## config.mk

```make
export PLATFORM = sky130hd
export DESIGN_NAME = fc_mac_accum
export DESIGN_NICKNAME = d
export VERILOG_FILES = /design/src/rtl/fc_mac_accum.sv
export SDC_FILE = /design/constraint.sdc
export NUM_CORES = 2
export LEC_CHECK = 0
export BUFFER_PORTS_ARGS = -buffer_cell sky130_fd_sc_hd__buf_2
export CORE_MARGIN = 5
export CORE_UTILIZATION = 55
export CTS_CLUSTER_DIAMETER = 30
export DETAILED_ROUTE_END_ITERATION = 12
export GPL_TIMING_DRIVEN = 0
export PLACE_DENSITY_LB_ADDON = 0.15
export SLEW_MARGIN = 20
export SYNTH_ARGS = -nofsm -noshare
export SYNTH_HDL_FRONTEND = slang
export SYNTH_SLANG_ARGS = --single-unit
export TNS_END_PERCENT = 100
```

## constraint.sdc

```tcl
create_clock -name clk -period 6.2 [get_ports clk]
set_input_delay 0.62 -clock clk [delete_from_list [all_inputs] [get_ports clk]]
set_output_delay 0.62 -clock clk [all_outputs]
set_load 0.05 [all_outputs]
```

## src/rtl/fc_mac_accum.sv

```systemverilog
// fc_mac_accum -- dual-lane multiply-accumulate engine for the fully
// connected layer. Each pass consumes N_IN beats of (weight0, weight1, act),
// accumulates weight_n * act on top of a pre-shifted per-lane bias and emits
// two rescaled, saturated results with a one-cycle out_valid strobe.
//
// Ports:
//   clk               sole clock, rising edge
//   reset             synchronous, active-high; clears all state
//   start             one-cycle pulse, begins a pass when idle
//   bias0, bias1      per-lane bias (Q format, DATA_W bits), sampled on start
//   in_valid          weight0/weight1/act valid this cycle
//   weight0, weight1  lane weights
//   act               shared activation
//   busy              high from accepted start through the out_valid cycle
//   out_valid         one-cycle pulse, result0/result1 updated
//   result0, result1  rescaled, saturated lane results (held between passes)
//
// Build option: define FC_RELU_EN to clamp negative results to zero after
// saturation (fused ReLU).

module fc_mac_accum #(
    parameter int DATA_W = 16,
    parameter int FRAC_W = 8,
    parameter int ACC_W  = 40,
    parameter int N_IN   = 192
) (
    input  logic                     clk,
    input  logic                     reset,
    input  logic                     start,
    input  logic signed [DATA_W-1:0] bias0,
    input  logic signed [DATA_W-1:0] bias1,
    input  logic                     in_valid,
    input  logic signed [DATA_W-1:0] weight0,
    input  logic signed [DATA_W-1:0] weight1,
    input  logic signed [DATA_W-1:0] act,
    output logic                     busy,
    output logic                     out_valid,
    output logic signed [DATA_W-1:0] result0,
    output logic signed [DATA_W-1:0] result1
);

    localparam int CNT_W  = $clog2(N_IN + 1);
    localparam int PROD_W = 2 * DATA_W;

    localparam logic signed [ACC_W-1:0] SAT_MAX =
        {{(ACC_W-DATA_W+1){1'b0}}, {(DATA_W-1){1'b1}}};
    localparam logic signed [ACC_W-1:0] SAT_MIN =
        {{(ACC_W-DATA_W+1){1'b1}}, {(DATA_W-1){1'b0}}};

    typedef enum logic [1:0] {IDLE, RUN, DRAIN, OUT} state_t;

    state_t                     state, state_nxt;
    logic [CNT_W-1:0]           cnt;
    logic                       start_ok, beat, beat_last;
    logic                       vld_p1;
    logic signed [PROD_W-1:0]   prod0_p1, prod1_p1;
    logic signed [ACC_W-1:0]    acc0_p2, acc1_p2;

    function automatic logic signed [ACC_W-1:0] sext_prod(input logic signed [PROD_W-1:0] p);
        return {{(ACC_W-PROD_W){p[PROD_W-1]}}, p};
    endfunction

    // Bias is aligned to the product's binary point (2*FRAC_W fractional bits).
    function automatic logic signed [ACC_W-1:0] align_bias(input logic signed [DATA_W-1:0] b);
        return {{(ACC_W-DATA_W-FRAC_W){b[DATA_W-1]}}, b, {FRAC_W{1'b0}}};
    endfunction

    // Drop FRAC_W fraction bits (floor) and clamp to the DATA_W signed range.
    function automatic logic signed [DATA_W-1:0] sat_shift(input logic signed [ACC_W-1:0] a);
        logic signed [ACC_W-1:0] s;
        s = a >>> FRAC_W;
        if (s > SAT_MAX)
            s = SAT_MAX;
        else if (s < SAT_MIN)
            s = SAT_MIN;
        return s[DATA_W-1:0];
    endfunction

    function automatic logic signed [DATA_W-1:0] relu(input logic signed [DATA_W-1:0] r);
`ifdef FC_RELU_EN
        return r[DATA_W-1] ? '0 : r;
`else
        return r;
`endif
    endfunction

    // busy stays high in the out_valid cycle (state already IDLE), so a start
    // coinciding with out_valid is rejected here.
    assign start_ok  = (state == IDLE) && start && !busy;
    assign beat      = (state == RUN) && in_valid;
    assign beat_last = beat && (cnt == CNT_W'(N_IN - 1));

    always_ff @(posedge clk) begin
        if (reset)
            state <= IDLE;
        else
            state <= state_nxt;
    end

    always_comb begin
        state_nxt = state;
        case (state)
            IDLE:    if (start_ok)  state_nxt = RUN;
            RUN:     if (beat_last) state_nxt = DRAIN;
            DRAIN:   state_nxt = OUT;
            OUT:     state_nxt = IDLE;
            default: state_nxt = IDLE;
        endcase
    end

    always_ff @(posedge clk) begin
        if (reset) begin
            cnt       <= '0;
            busy      <= 1'b0;
            out_valid <= 1'b0;
            vld_p1    <= 1'b0;
        end else begin
            if (start_ok)
                cnt <= '0;
            else if (beat)
                cnt <= cnt + CNT_W'(1);
            if (start_ok)
                busy <= 1'b1;
            else if (out_valid)
                busy <= 1'b0;
            out_valid <= (state == OUT);
            vld_p1    <= beat;
        end
    end

    // Stage 1: lane products
    always_ff @(posedge clk) begin
        if (reset) begin
            prod0_p1 <= '0;
            prod1_p1 <= '0;
        end else if (beat) begin
            prod0_p1 <= weight0 * act;
            prod1_p1 <= weight1 * act;
        end
    end

    // Stage 2: accumulate (bias preload on start)
    always_ff @(posedge clk) begin
        if (reset) begin
            acc0_p2 <= '0;
            acc1_p2 <= '0;
        end else if (start_ok) begin
            acc0_p2 <= align_bias(bias0);
            acc1_p2 <= align_bias(bias1);
        end else if (vld_p1) begin
            acc0_p2 <= acc0_p2 + sext_prod(prod0_p1);
            acc1_p2 <= acc1_p2 + sext_prod(prod1_p1);
        end
    end

    // Output stage: rescale, saturate, optional ReLU
    always_ff @(posedge clk) begin
        if (reset) begin
            result0 <= '0;
            result1 <= '0;
        end else if (state == OUT) begin
            result0 <= relu(sat_shift(acc0_p2));
            result1 <= relu(sat_shift(acc1_p2));
        end
    end

endmodule
```

==> flow_summary.json <==
{
  "critical_path_class": "primary input to flip-flop",
  "synthFlopType": "dfxtp_1",
  "grt_max_degree": 17,
  "period_minus_slack_ps": 6130,
  "slowest_stage": "fa_1",
  "synth_area_leader_cell": "fa_1",
  "seq_area_frac_synth_pct": 12.2,
  "critPathMaxStageDelay_ps": 600,
  "slew_violations": 0,
  "htreeDepth": 4,
  "fmax_mhz": 163,
  "r2r_cells": 13,
  "grt.total_usage_pct": 31.1,
  "critical_path_buf_inv_count": 3,
  "cts_hold_buf": 0,
  "ys_ff_latch": 189,
  "via_per_inst": 5.67,
  "numCtsBuffers": 17,
  "die_x_um": 247,
  "grt-busiest-layer": "met2",
  "synthArstFlopShare_pct": 0,
  "drt_iter0_markers": 1858,
  "synth_nets": 4427,
  "synth_compound_area_share_pct": 13.1,
  "clkTransAtPathRegs_ps": 80,
  "rows": 86,
  "syn_inst": 3570,
  "die_area_sq_um": 61000,
  "globalplace.congestion": 0.954,
  "fin_nets": 4622,
  "clock_path_buffers": 2,
  "r2r_slack_ps": 2750,
  "crit_required_ps": 6510,
  "die_h_um": 247,
  "grt_util_met2_pct": 51.5,
  "coreArea_sq_um": 55400,
  "syn_area_per_cell_sq_um": 8.66,
  "final_cell_mix": "inv_1, fa_1, nand2_1, and2_1, ha_1",
  "post-route-util_pct": 62.8,
  "antenna_found_initial": 3,
  "pin_count": 118,
  "ys_warn_count": 0,
  "r2r_end": "acc0_p2[30]",
  "clock-sinks": 189,
  "met3_usage_pct": 5.69,
  "synth_top_area_share_pct": 34.1,
  "grt_use_met1_pct": 41.1,
  "worst_hold_path.num_cells": 3,
  "worstReg2RegStart": "prod0_p1[0]",
  "drive_gt1_share_pct": 11.0,
  "clock-root-buffer": "clkbuf_16",
  "outcome": "completed",
  "fin_cells": 4527,
  "avgRoutedWirePerCell_um": 20.6,
  "critPathTopFamily": "adder cells",
  "synth_xor_area_share_pct": 3.51,
  "cp_max_fo": 10,
  "arrival_ps": 6440,
  "drv_cap": 0,
  "synthTopCellsByArea": "fa_1, dfxtp_1, ha_1",
  "min_from": "bias0[12]",
  "whs_endpoint": "acc0_p2[20]",
  "cp_cell_sequence": "clkbuf_4 > buf_8 > nand2_1 > fa_1 > fa_1 > fa_2 > fa_1 > inv_2 > fa_1 > fa_1 > ha_4 > a21o_1 > a21o_1 > a211oi_2 > o21ai_2 > a211o_1 > a21o_1 > a21oi_2 > a21oi_2 > xnor2_2 > a211oi_2",
  "clkLatencyLatePin_ps": 460,
  "critPathMostFrequentCell": "fa_1",
  "hold_path.class": "primary input to flip-flop",
  "io_buffers": 117,
  "rsz0062_at_grt": "yes",
  "firstDrtPassIters": 6,
  "area_growth_pct": 12.7,
  "syn_area_sq_um": 30900,
  "cts_tree": "done",
  "grt_pass1_wl_um": 147000,
  "synth_edf_count": 0,
  "synth_top_family_by_area": "adder cells",
  "fin_crit_sh_pct": 98.9,
  "start_util_pct": 55.8,
  "relSlewSlack_pct": 27.1,
  "path_depth": 21,
  "grt-ovfl-total": 0,
  "hold_violations": 0,
  "synth.distinct_cells": 79,
  "layout.cells.most_common": "inv_1",
  "via_count": 25700,
  "synthMuxAreaShare_pct": 1.17,
  "skew_ps": 11.9,
  "place_hpwl_um": 75400,
  "drtAntennaViolNets": 0,
  "setup_viol": 0,
  "tightest_slew_ps": 1090,
  "drc": 0,
  "endpoint_kind": "flip-flop",
  "finalWirelength_um": 93400,
  "grt_pass1_vias": 26600,
  "cp-start-kind": "primary input",
  "synth-simple-area-share_pct": 16.6,
  "synth_fa_ha_area_share_pct": 44.1,
  "dp.cells": 4436
}
==> state kept, by name (all words and copies together), names as in the netlist <==
register / flops
out_valid: 1
result1: 16
prod1_p1: 32
state: 2
cnt: 8
vld_p1: 1
busy: 1
acc1_p2: 40
result0: 16
prod0_p1: 32
acc0_p2: 40
==> timing repair <==
action                     4_1_cts  5_1_grt
setup buffers                   11       50
setup endpoints to repair       30       20
resized for setup              204      184
pin swaps                       17       46
hold endpoints to repair         0        0
gates cloned                     0        2
==> final cells by class <==
cell class | count | area [sq um]
clock inverters | 13 | 116
multi-input cells | 2610 | 24600
fillers | 4862 | 20600
diodes | 1 | 2.50
well taps | 748 | 936
clock buffers | 19 | 443
inverters | 613 | 2300
flip-flops and latches | 189 | 3780
plain buffers | 153 | 1310
repair buffers | 181 | 1290
==> metrics by stage <==
step / TNS [ps] / setup slack, ps / hold WS [ps] / area [sq um]
after floorplan: 0 / 0.195 / 436 / 31000
after global placement: -27270 / -1310 / 448 / 32500
after detailed placement: -27790 / -1310 / 449 / 32500
after CTS: 0 / 4.18 / 415 / 33900
after global routing: -464 / -102 / 421 / 34800
final: 0 / 65.8 / 433 / 34800
==> worst max path at each step <==
stage | start | endpoint
final | weight1[9] | prod1_p1[30]
after global routing | weight1[9] | prod1_p1[30]
after CTS | act[1] | prod1_p1[31]
after detailed placement | act[6] | prod1_p1[30]
after global placement | act[6] | prod1_p1[30]
after floorplan | act[4] | prod1_p1[30]
==> worst reg2reg max path, delay by kind of cell, from the launching register on <==
kind                     cells  cell delay [ps]
multiplexers                 1              350
AO/OA/AOI/OAI                5              920
adder cells (fa/ha/maj)      2              560
AND/OR/NAND/NOR              4             1140
flip-flops                   1              340
buffers and inverters        1               60
==> cells in the mapped netlist (5+ instances only) <==
master      n
nor3_1     31
o21ai_1     5
nand2_1   411
nor4_1     13
nand2b_1   55
a221oi_1    5
a211oi_1   47
ha_1      247
buf_1      11
o21bai_1   10
o21a_1     20
and3_1     16
o211ai_1    8
xnor2_1    91
inv_1     612
and2_1    256
o31ai_1     7
or3_1      10
a21o_1     78
a211o_1     7
o221ai_1    5
clkbuf_1  146
nor2_1    153
fa_1      526
o21ai_0   111
mux2i_1    35
a41oi_1     5
nor2b_1    19
nand3_1    28
dfxtp_1   189
nor3b_1     7
nand4_1    20
a31o_2      7
a21oi_1   232
a31oi_1    30
nor4b_1     5
and4_1      5
xor2_1     33
==> routing by layer <==
layer  part of all wire, %  wire, um  vias up
met5                 0.029        27        -
met4                   4.5      4200        4
met3                   7.7      7230      236
met2                    47     43800      926
met1                    41     38200    12700
li1                      -         -    11800
==> cells by family after synthesis <==
family          Yosys count
compound gates          632
flops                   189
mux                      36
xor+xnor                124
fa+ha+maj               773
simple gates           1045
buf+inv                 771
Power is not shown: default switching activity piles up to over one toggle a cycle in this logic, so the estimate is an artifact.
